[src/rtl/axis_lite_master_bridge_if.sv]
// rtl/axis_lite_master_bridge_if.sv - stream and AXI-Lite signal bundle for the bridge
interface axis_lite_master_bridge_if #(
  parameter int DATA_WIDTH = 32,
  parameter int ADDR_WIDTH = 32
);
  logic [DATA_WIDTH-1:0]   s_axis_tdata;
  logic                    s_axis_tvalid;
  logic                    s_axis_tready;

  logic [DATA_WIDTH-1:0]   m_axis_tdata;
  logic                    m_axis_tvalid;
  logic                    m_axis_tready;

  logic [ADDR_WIDTH-1:0]   m_axil_awaddr;
  logic                    m_axil_awvalid;
  logic                    m_axil_awready;
  logic [DATA_WIDTH-1:0]   m_axil_wdata;
  logic [DATA_WIDTH/8-1:0] m_axil_wstrb;
  logic                    m_axil_wvalid;
  logic                    m_axil_wready;
  logic [1:0]              m_axil_bresp;
  logic                    m_axil_bvalid;
  logic                    m_axil_bready;
  logic [ADDR_WIDTH-1:0]   m_axil_araddr;
  logic                    m_axil_arvalid;
  logic                    m_axil_arready;
  logic [DATA_WIDTH-1:0]   m_axil_rdata;
  logic [1:0]              m_axil_rresp;
  logic                    m_axil_rvalid;
  logic                    m_axil_rready;

  // Bridge side: consumes s_axis, produces m_axis, masters the AXI-Lite bus.
  modport master (
    input  s_axis_tdata, s_axis_tvalid,
    output s_axis_tready,
    output m_axis_tdata, m_axis_tvalid,
    input  m_axis_tready,
    output m_axil_awaddr, m_axil_awvalid,
    input  m_axil_awready,
    output m_axil_wdata, m_axil_wstrb, m_axil_wvalid,
    input  m_axil_wready,
    input  m_axil_bresp, m_axil_bvalid,
    output m_axil_bready,
    output m_axil_araddr, m_axil_arvalid,
    input  m_axil_arready,
    input  m_axil_rdata, m_axil_rresp, m_axil_rvalid,
    output m_axil_rready
  );

  modport slave (
    output s_axis_tdata, s_axis_tvalid,
    input  s_axis_tready,
    input  m_axis_tdata, m_axis_tvalid,
    output m_axis_tready,
    input  m_axil_awaddr, m_axil_awvalid,
    output m_axil_awready,
    input  m_axil_wdata, m_axil_wstrb, m_axil_wvalid,
    output m_axil_wready,
    output m_axil_bresp, m_axil_bvalid,
    input  m_axil_bready,
    input  m_axil_araddr, m_axil_arvalid,
    output m_axil_arready,
    output m_axil_rdata, m_axil_rresp, m_axil_rvalid,
    input  m_axil_rready
  );
endinterface

[src/rtl/axis_lite_master_bridge.sv]
// rtl/axis_lite_master_bridge.sv - AXI-Lite master turning stream beats into writes and reads into stream beats
module axis_lite_master_bridge #(
  parameter int                      AXI_DATA_WIDTH = 32,
  parameter int                      AXI_ADDR_WIDTH = 32,
  parameter logic [AXI_ADDR_WIDTH-1:0] AXI_ADDR     = 32'h0000_0001
) (
  input  logic                          aclk,
  input  logic                          areset,
  input  logic                          rd_enable,
  output logic [7:0]                    err_count,
  axis_lite_master_bridge_if.master     bus
);

  typedef enum logic [2:0] {IDLE, WRITE, WR_RESP, RD_ADDR, RD_DATA} state_t;

  state_t                    state, state_nxt;
  logic                      last_wr;
  logic                      aw_done, w_done;
  logic                      slot_valid;
  logic [AXI_DATA_WIDTH-1:0] slot_data;
  logic [AXI_DATA_WIDTH-1:0] wdata_q;
  logic [7:0]                err_q;

  logic wr_req, rd_req, grant_wr, grant_rd;
  logic aw_hs, w_hs, wr_both_done, err_inc;
  logic s_tready, awvalid, wvalid, bready, arvalid, rready;

  assign wr_req   = bus.s_axis_tvalid;
  assign rd_req   = rd_enable & ~slot_valid;
  // On conflict the type that lost last time wins; last_wr resets to 0 so write wins first.
  assign grant_wr = wr_req & (~rd_req | ~last_wr);
  assign grant_rd = rd_req & (~wr_req | last_wr);

  assign aw_hs        = (state == WRITE) & ~aw_done & bus.m_axil_awready;
  assign w_hs         = (state == WRITE) & ~w_done & bus.m_axil_wready;
  assign wr_both_done = (aw_done | aw_hs) & (w_done | w_hs);

  assign err_inc = ((state == WR_RESP) & bus.m_axil_bvalid & (bus.m_axil_bresp != 2'b00)) |
                   ((state == RD_DATA) & bus.m_axil_rvalid & (bus.m_axil_rresp != 2'b00));

  always_comb begin
    state_nxt = state;
    s_tready  = 1'b0;
    awvalid   = 1'b0;
    wvalid    = 1'b0;
    bready    = 1'b0;
    arvalid   = 1'b0;
    rready    = 1'b0;
    case (state)
      IDLE: begin
        if (grant_wr) begin
          // Gated by reset so an upstream beat is never consumed during reset.
          s_tready  = ~areset;
          state_nxt = WRITE;
        end else if (grant_rd) begin
          state_nxt = RD_ADDR;
        end
      end
      WRITE: begin
        awvalid = ~aw_done;
        wvalid  = ~w_done;
        if (wr_both_done) state_nxt = WR_RESP;
      end
      WR_RESP: begin
        bready = 1'b1;
        if (bus.m_axil_bvalid) state_nxt = IDLE;
      end
      RD_ADDR: begin
        arvalid = 1'b1;
        if (bus.m_axil_arready) state_nxt = RD_DATA;
      end
      RD_DATA: begin
        rready = 1'b1;
        if (bus.m_axil_rvalid) state_nxt = IDLE;
      end
      default: state_nxt = IDLE;
    endcase
  end

  always_ff @(posedge aclk) begin
    if (areset) begin
      state      <= IDLE;
      last_wr    <= 1'b0;
      aw_done    <= 1'b0;
      w_done     <= 1'b0;
      slot_valid <= 1'b0;
      slot_data  <= '0;
      wdata_q    <= '0;
      err_q      <= 8'd0;
    end else begin
      state <= state_nxt;

      if (state == IDLE && grant_wr) begin
        wdata_q <= bus.s_axis_tdata;
        last_wr <= 1'b1;
      end else if (state == IDLE && grant_rd) begin
        last_wr <= 1'b0;
      end

      if (state == WRITE) begin
        if (wr_both_done) begin
          aw_done <= 1'b0;
          w_done  <= 1'b0;
        end else begin
          if (aw_hs) aw_done <= 1'b1;
          if (w_hs)  w_done  <= 1'b1;
        end
      end

      // Reads are only issued with the slot empty, so load and drain never collide.
      if (slot_valid && bus.m_axis_tready) slot_valid <= 1'b0;
      if (state == RD_DATA && bus.m_axil_rvalid && bus.m_axil_rresp == 2'b00) begin
        slot_valid <= 1'b1;
        slot_data  <= bus.m_axil_rdata;
      end

      if (err_inc && err_q != 8'hFF) err_q <= err_q + 8'd1;
    end
  end

  assign err_count          = err_q;
  assign bus.s_axis_tready  = s_tready;
  assign bus.m_axis_tdata   = slot_data;
  assign bus.m_axis_tvalid  = slot_valid;
  assign bus.m_axil_awaddr  = AXI_ADDR;
  assign bus.m_axil_awvalid = awvalid;
  assign bus.m_axil_wdata   = wdata_q;
  assign bus.m_axil_wstrb   = '1;
  assign bus.m_axil_wvalid  = wvalid;
  assign bus.m_axil_bready  = bready;
  assign bus.m_axil_araddr  = AXI_ADDR;
  assign bus.m_axil_arvalid = arvalid;
  assign bus.m_axil_rready  = rready;

endmodule

[src/flat_wrapper.sv]
// flat-port wrapper written by rule: the top's interface ports become plain ports
module axis_lite_master_bridge_flat 
#(
  parameter int                      AXI_DATA_WIDTH = 32,
  parameter int                      AXI_ADDR_WIDTH = 32,
  parameter logic [AXI_ADDR_WIDTH-1:0] AXI_ADDR     = 32'h0000_0001
)
  (aclk, areset, rd_enable, err_count, bus_s_axis_tdata, bus_s_axis_tvalid, bus_s_axis_tready, bus_m_axis_tdata, bus_m_axis_tvalid, bus_m_axis_tready, bus_m_axil_awaddr, bus_m_axil_awvalid, bus_m_axil_awready, bus_m_axil_wdata, bus_m_axil_wstrb, bus_m_axil_wvalid, bus_m_axil_wready, bus_m_axil_bresp, bus_m_axil_bvalid, bus_m_axil_bready, bus_m_axil_araddr, bus_m_axil_arvalid, bus_m_axil_arready, bus_m_axil_rdata, bus_m_axil_rresp, bus_m_axil_rvalid, bus_m_axil_rready);
  axis_lite_master_bridge_if #(.DATA_WIDTH((32)), .ADDR_WIDTH((32))) bus_i ();
  input  logic aclk;
  input  logic areset;
  input  logic rd_enable;
  output logic [7:0] err_count;
  input wire logic [$bits(bus_i.s_axis_tdata)-1:0] bus_s_axis_tdata;
  input wire logic [$bits(bus_i.s_axis_tvalid)-1:0] bus_s_axis_tvalid;
  output wire logic [$bits(bus_i.s_axis_tready)-1:0] bus_s_axis_tready;
  output wire logic [$bits(bus_i.m_axis_tdata)-1:0] bus_m_axis_tdata;
  output wire logic [$bits(bus_i.m_axis_tvalid)-1:0] bus_m_axis_tvalid;
  input wire logic [$bits(bus_i.m_axis_tready)-1:0] bus_m_axis_tready;
  output wire logic [$bits(bus_i.m_axil_awaddr)-1:0] bus_m_axil_awaddr;
  output wire logic [$bits(bus_i.m_axil_awvalid)-1:0] bus_m_axil_awvalid;
  input wire logic [$bits(bus_i.m_axil_awready)-1:0] bus_m_axil_awready;
  output wire logic [$bits(bus_i.m_axil_wdata)-1:0] bus_m_axil_wdata;
  output wire logic [$bits(bus_i.m_axil_wstrb)-1:0] bus_m_axil_wstrb;
  output wire logic [$bits(bus_i.m_axil_wvalid)-1:0] bus_m_axil_wvalid;
  input wire logic [$bits(bus_i.m_axil_wready)-1:0] bus_m_axil_wready;
  input wire logic [$bits(bus_i.m_axil_bresp)-1:0] bus_m_axil_bresp;
  input wire logic [$bits(bus_i.m_axil_bvalid)-1:0] bus_m_axil_bvalid;
  output wire logic [$bits(bus_i.m_axil_bready)-1:0] bus_m_axil_bready;
  output wire logic [$bits(bus_i.m_axil_araddr)-1:0] bus_m_axil_araddr;
  output wire logic [$bits(bus_i.m_axil_arvalid)-1:0] bus_m_axil_arvalid;
  input wire logic [$bits(bus_i.m_axil_arready)-1:0] bus_m_axil_arready;
  input wire logic [$bits(bus_i.m_axil_rdata)-1:0] bus_m_axil_rdata;
  input wire logic [$bits(bus_i.m_axil_rresp)-1:0] bus_m_axil_rresp;
  input wire logic [$bits(bus_i.m_axil_rvalid)-1:0] bus_m_axil_rvalid;
  output wire logic [$bits(bus_i.m_axil_rready)-1:0] bus_m_axil_rready;
  assign bus_i.s_axis_tdata = bus_s_axis_tdata;
  assign bus_i.s_axis_tvalid = bus_s_axis_tvalid;
  assign bus_s_axis_tready = bus_i.s_axis_tready;
  assign bus_m_axis_tdata = bus_i.m_axis_tdata;
  assign bus_m_axis_tvalid = bus_i.m_axis_tvalid;
  assign bus_i.m_axis_tready = bus_m_axis_tready;
  assign bus_m_axil_awaddr = bus_i.m_axil_awaddr;
  assign bus_m_axil_awvalid = bus_i.m_axil_awvalid;
  assign bus_i.m_axil_awready = bus_m_axil_awready;
  assign bus_m_axil_wdata = bus_i.m_axil_wdata;
  assign bus_m_axil_wstrb = bus_i.m_axil_wstrb;
  assign bus_m_axil_wvalid = bus_i.m_axil_wvalid;
  assign bus_i.m_axil_wready = bus_m_axil_wready;
  assign bus_i.m_axil_bresp = bus_m_axil_bresp;
  assign bus_i.m_axil_bvalid = bus_m_axil_bvalid;
  assign bus_m_axil_bready = bus_i.m_axil_bready;
  assign bus_m_axil_araddr = bus_i.m_axil_araddr;
  assign bus_m_axil_arvalid = bus_i.m_axil_arvalid;
  assign bus_i.m_axil_arready = bus_m_axil_arready;
  assign bus_i.m_axil_rdata = bus_m_axil_rdata;
  assign bus_i.m_axil_rresp = bus_m_axil_rresp;
  assign bus_i.m_axil_rvalid = bus_m_axil_rvalid;
  assign bus_m_axil_rready = bus_i.m_axil_rready;
  axis_lite_master_bridge #(.AXI_DATA_WIDTH(AXI_DATA_WIDTH), .AXI_ADDR_WIDTH(AXI_ADDR_WIDTH), .AXI_ADDR(AXI_ADDR)) u_core (.aclk(aclk), .areset(areset), .rd_enable(rd_enable), .err_count(err_count), .bus(bus_i));
endmodule
[config.mk]
export PLATFORM = sky130hd
export DESIGN_NAME = axis_lite_master_bridge_flat
export DESIGN_NICKNAME = d
export VERILOG_FILES = /design/src/rtl/axis_lite_master_bridge_if.sv /design/src/rtl/axis_lite_master_bridge.sv /design/src/flat_wrapper.sv
export SDC_FILE = /design/constraint.sdc
export NUM_CORES = 1
export LEC_CHECK = 0
export BUFFER_PORTS_ARGS = -buffer_cell sky130_fd_sc_hd__clkbuf_2
export CORE_MARGIN = 5
export CORE_UTILIZATION = 35
export CTS_BUF_LIST = sky130_fd_sc_hd__clkbuf_16
export CTS_CLUSTER_DIAMETER = 200
export DETAILED_ROUTE_END_ITERATION = 10
export PLACE_DENSITY = 0.71
export SLEW_MARGIN = 20
export SYNTH_ARGS = -nofsm -noshare
export SYNTH_HDL_FRONTEND = slang
export SYNTH_SLANG_ARGS = --single-unit
[constraint.sdc]
create_clock -name aclk -period 1.73 [get_ports aclk]
set_clock_uncertainty 0.05 [all_clocks]
set_input_delay 0.346 -clock aclk [delete_from_list [all_inputs] [get_ports aclk]]
set_output_delay 0.346 -clock aclk [all_outputs]
set_load 0.02 [all_outputs]
==> summary.txt <==
Run status
  – Outcome: finished with violations
  – Failing checks: negative setup slack

Cells and area
  – Diodes inserted: 0
  – Commonest non-fill, non-tap cell in the layout: clkbuf_2
  – Synth-to-layout area growth: 38.40%
  – Final net count: 703
  – Share of layout cells above drive strength 1: 0.3610
  – Finished Layout Cells: 759
  – FILL cells: 974
  – Commonest cells after routing, fill and taps aside: 151 x clkbuf_2, 130 x nand2_1, 76 x dfxtp_1

Clock network
  – Clk buf depth: 2
  – Clock-pin slew on the worst setup and hold paths: 0.05 ns
  – CTS tree: built
  – Worst skew pair latency: 0.32 ns
  – CTS Buf Count: 9
  – CTS root buf: clkbuf_16
  – Clk sink count: 79
  – CTS HTree Levels: 3

Min path
  – Hold_sp: bus_m_axil_rdata[30]
  – Worst Hold Depth: 3
  – Worst Hold Class: input port to register
  – Hold endpoint: u_core.bus.m_axis_tdata[30]

Synth
  – Synth Flop Type: dfxtp_1
  – Post-Syn Instances: 450
  – Syn Std Cell Area: 0.003506 mm2
  – Syn. warnings: 0
  – Synth Area per Inst: 7.791 um2
  – Post-synth cell types: 37
  – Post-synth EDFFs: 0
  – Sequential area share after synthesis: 0.4511
  – Seq cells post-synth: 79
  – Post-synth ARST share: 0

Drt
  – Post-route DRC: 0
  – Vias per std cell: 4.482
  – Wire per inst: 13.42 um
  – DR vias: 3402
  – Routed WL: 10190 um
  – DRT antenna net count: 0
  – Drt first pass iters: 4
  – Iter 0 DRT Violations: 177

Power and ir drop
  – Leakage: 2.220 nW
  – PD cells: 1070 mW/mm2
  – Tot Pwr: 5.190 mW
  – Worst VDD drop: 0.0004722 V

Placed design
  – Port bufs: 156
  – DP Cell Count: 737
  – Post-DP HPWL: 7574 um
  – GP Congestion: 0.7649

STA
  – Hold Fails Final Rpt: 0
  – Setup-failing EPs final: 6
  – Minimum clock period: 1.766 ns
  – Tcrit/Tclk final: 1.021
  – RSZ-0062 raised after global routing: yes
  – Max Fclk: 0.5664 GHz
  – Final WS setup: -0.03564 ns
  – Fin. max-slew vios: 0
  – Worst hold margin: 0.1907 ns

Floorplanning
  – Die X-Extent: 110.1 um
  – Starting Density: 0.3587
  – Row count: 36
  – Placeable core region: 0.009774 mm2
  – Chip height: 110.1 um
  – I/O Pins: 225
  – Area of the die: 0.01212 mm2

Setup path
  – Critical Path RT: 1.33 ns
  – CP Capture Type: output port
  – Reg2reg start: u_core.state[1]
  – WS Path Type: register to output port
  – Worst r2r dst: u_core.err_count[3]
  – Worst EP arrival: 1.37 ns
  – Delay of the slowest critical-path stage: 0.33 ns
  – R2R Setup Slk: -0.03 ns
  – Slowest CP cell: dfxtp_2
  – Max FO, Critical Path: 4
  – CP Launch Type: register
  – CP Cell Sequence: buf_6, nor3_4, nand3_2, nor2_2, clkbuf_8
  – R2r worst-path depth: 5

GRT
  – Largest net degree at the start of global routing: 36
  – Aggregate global-route resource usage: 0.1555
  – GRT met2 Usage: 0.2673
  – GRT busiest layer: met2
  – Number of global-route vias before repair: 3137
  – Met3 usage: 0.05300
  – First-pass GRT wire length: 14720 um
  – Grt ovf: 0
  – GRT met1 Usage: 0.1753
  – Antenna violations before repair: 0

Job
  – Max-cap viol count: 0
==> routing by layer <==
| layer | part of all wire | vias up |
|---|---|---|
| met3 | 0.11 | 13 |
| li1 | - | 1698 |
| met5 | 0 | - |
| met1 | 0.38 | 1534 |
| met2 | 0.49 | 157 |
| met4 | 0.018 | 0 |
==> per-stage QoR <==
step,cell area (um2),util,setup slack [ns],setup TNS (ns)
after detailed placement,4319,0.4419,-0.1505,-0.4677
after global routing,4852,0.4964,-0.1173,-0.5583
after CTS,4716,0.4825,-0.07587,-0.3070
after global placement,4319,0.4419,-0.06423,-0.2040
after floorplan,3762,-,-0.02512,-0.03540
final,4852,0.4964,-0.03564,-0.1346
==> worst max-delay path: cells and delay by family, from the launching register on <==
kind | cells | cell delay, ns
flops | 1 | 0.33
simple gates | 3 | 0.44
buf+inv | 2 | 0.28
==> state kept, by name, summed over array words and instances (netlist names) <==
register and cells:
u_core.state 3, u_core.bus.m_axis_tvalid 1, u_core.bus.m_axis_tdata 32, u_core.last_wr 1, u_core.bus.m_axil_wdata 32, u_core.w_done 1, u_core.err_count 8, u_core.aw_done 1
==> cell usage after synthesis, types with 2 or more instances <==
master      n  area [um2]
o21a_1      2       15.01
inv_1       7       26.28
a211oi_1    2       15.01
or4_1       3       22.52
nor2b_1     3       18.77
nand2_1   130       488.0
nand3_1     6       30.03
clkbuf_1   21       78.83
or3_1       2       12.51
o31ai_1     4       30.03
nor3_1      5       25.02
buf_4      68       510.5
conb_1      2       7.510
dfxtp_1    79        1582
o21ai_0     5       25.02
and3_1      3       18.77
a21oi_1    75       375.4
nor4_1      2       12.51
o22a_1      2       17.52
buf_2       4       20.02
nand2b_1    2       12.51
nand4_1     3       18.77
nor2_1      6       22.52
==> how the worst max path moves through the flow <==
stage | startpoint | endpoint
floorplan | u_core.state[1] | u_core.err_count[4]
global placement | u_core.state[1] | u_core.err_count[3]
detailed placement | u_core.state[1] | u_core.err_count[7]
CTS | u_core.state[2] | bus_m_axil_rready
global route | u_core.state[0] | bus_s_axis_tready
finish | u_core.state[1] | bus_s_axis_tready
==> cell type report <==
class | instances | area [um2] | area share
inverters | 7 | 33.78 | 0.006962
multi-input cells | 337 | 1653 | 0.3406
flip-flops and latches | 79 | 1585 | 0.3267
repair buffers | 190 | 1172 | 0.2416
clock buffers | 9 | 225.2 | 0.04642
well taps | 133 | 166.4 | 0.03430
clock inverters | 4 | 16.27 | 0.003352
==> power breakdown <==
part	switching, mW	total [mW]	internal, mW
Clock	0.651	1.58	0.927
Combinational	0.907	1.54	0.636
Sequential	0.0903	2.07	1.98
Total	1.65	5.19	3.54
==> logic make-up (layout without fill, tap and decap cells) <==
group	after synthesis	count (layout)	synth area share
AND/OR/NAND/NOR	169	169	0.2045
flip-flops	79	79	0.4511
AO/OA/AOI/OAI	99	99	0.1574
other	2	68	0.002142
adder cells (fa/ha/maj)	1	1	0.003568
buffers and inverters	100	210	0.1813
==> repair_timing <==
item / 4_1_cts / 5_1_grt
hold buffers: 0 / 0
pin swaps: 9 / 9
resized for setup: 30 / 23
cloned: 0 / 2
endpoints found under the setup margin: 11 / 39
buffers inserted: 5 / 2
No activity file was read; power rests on OpenSTA's default activity.
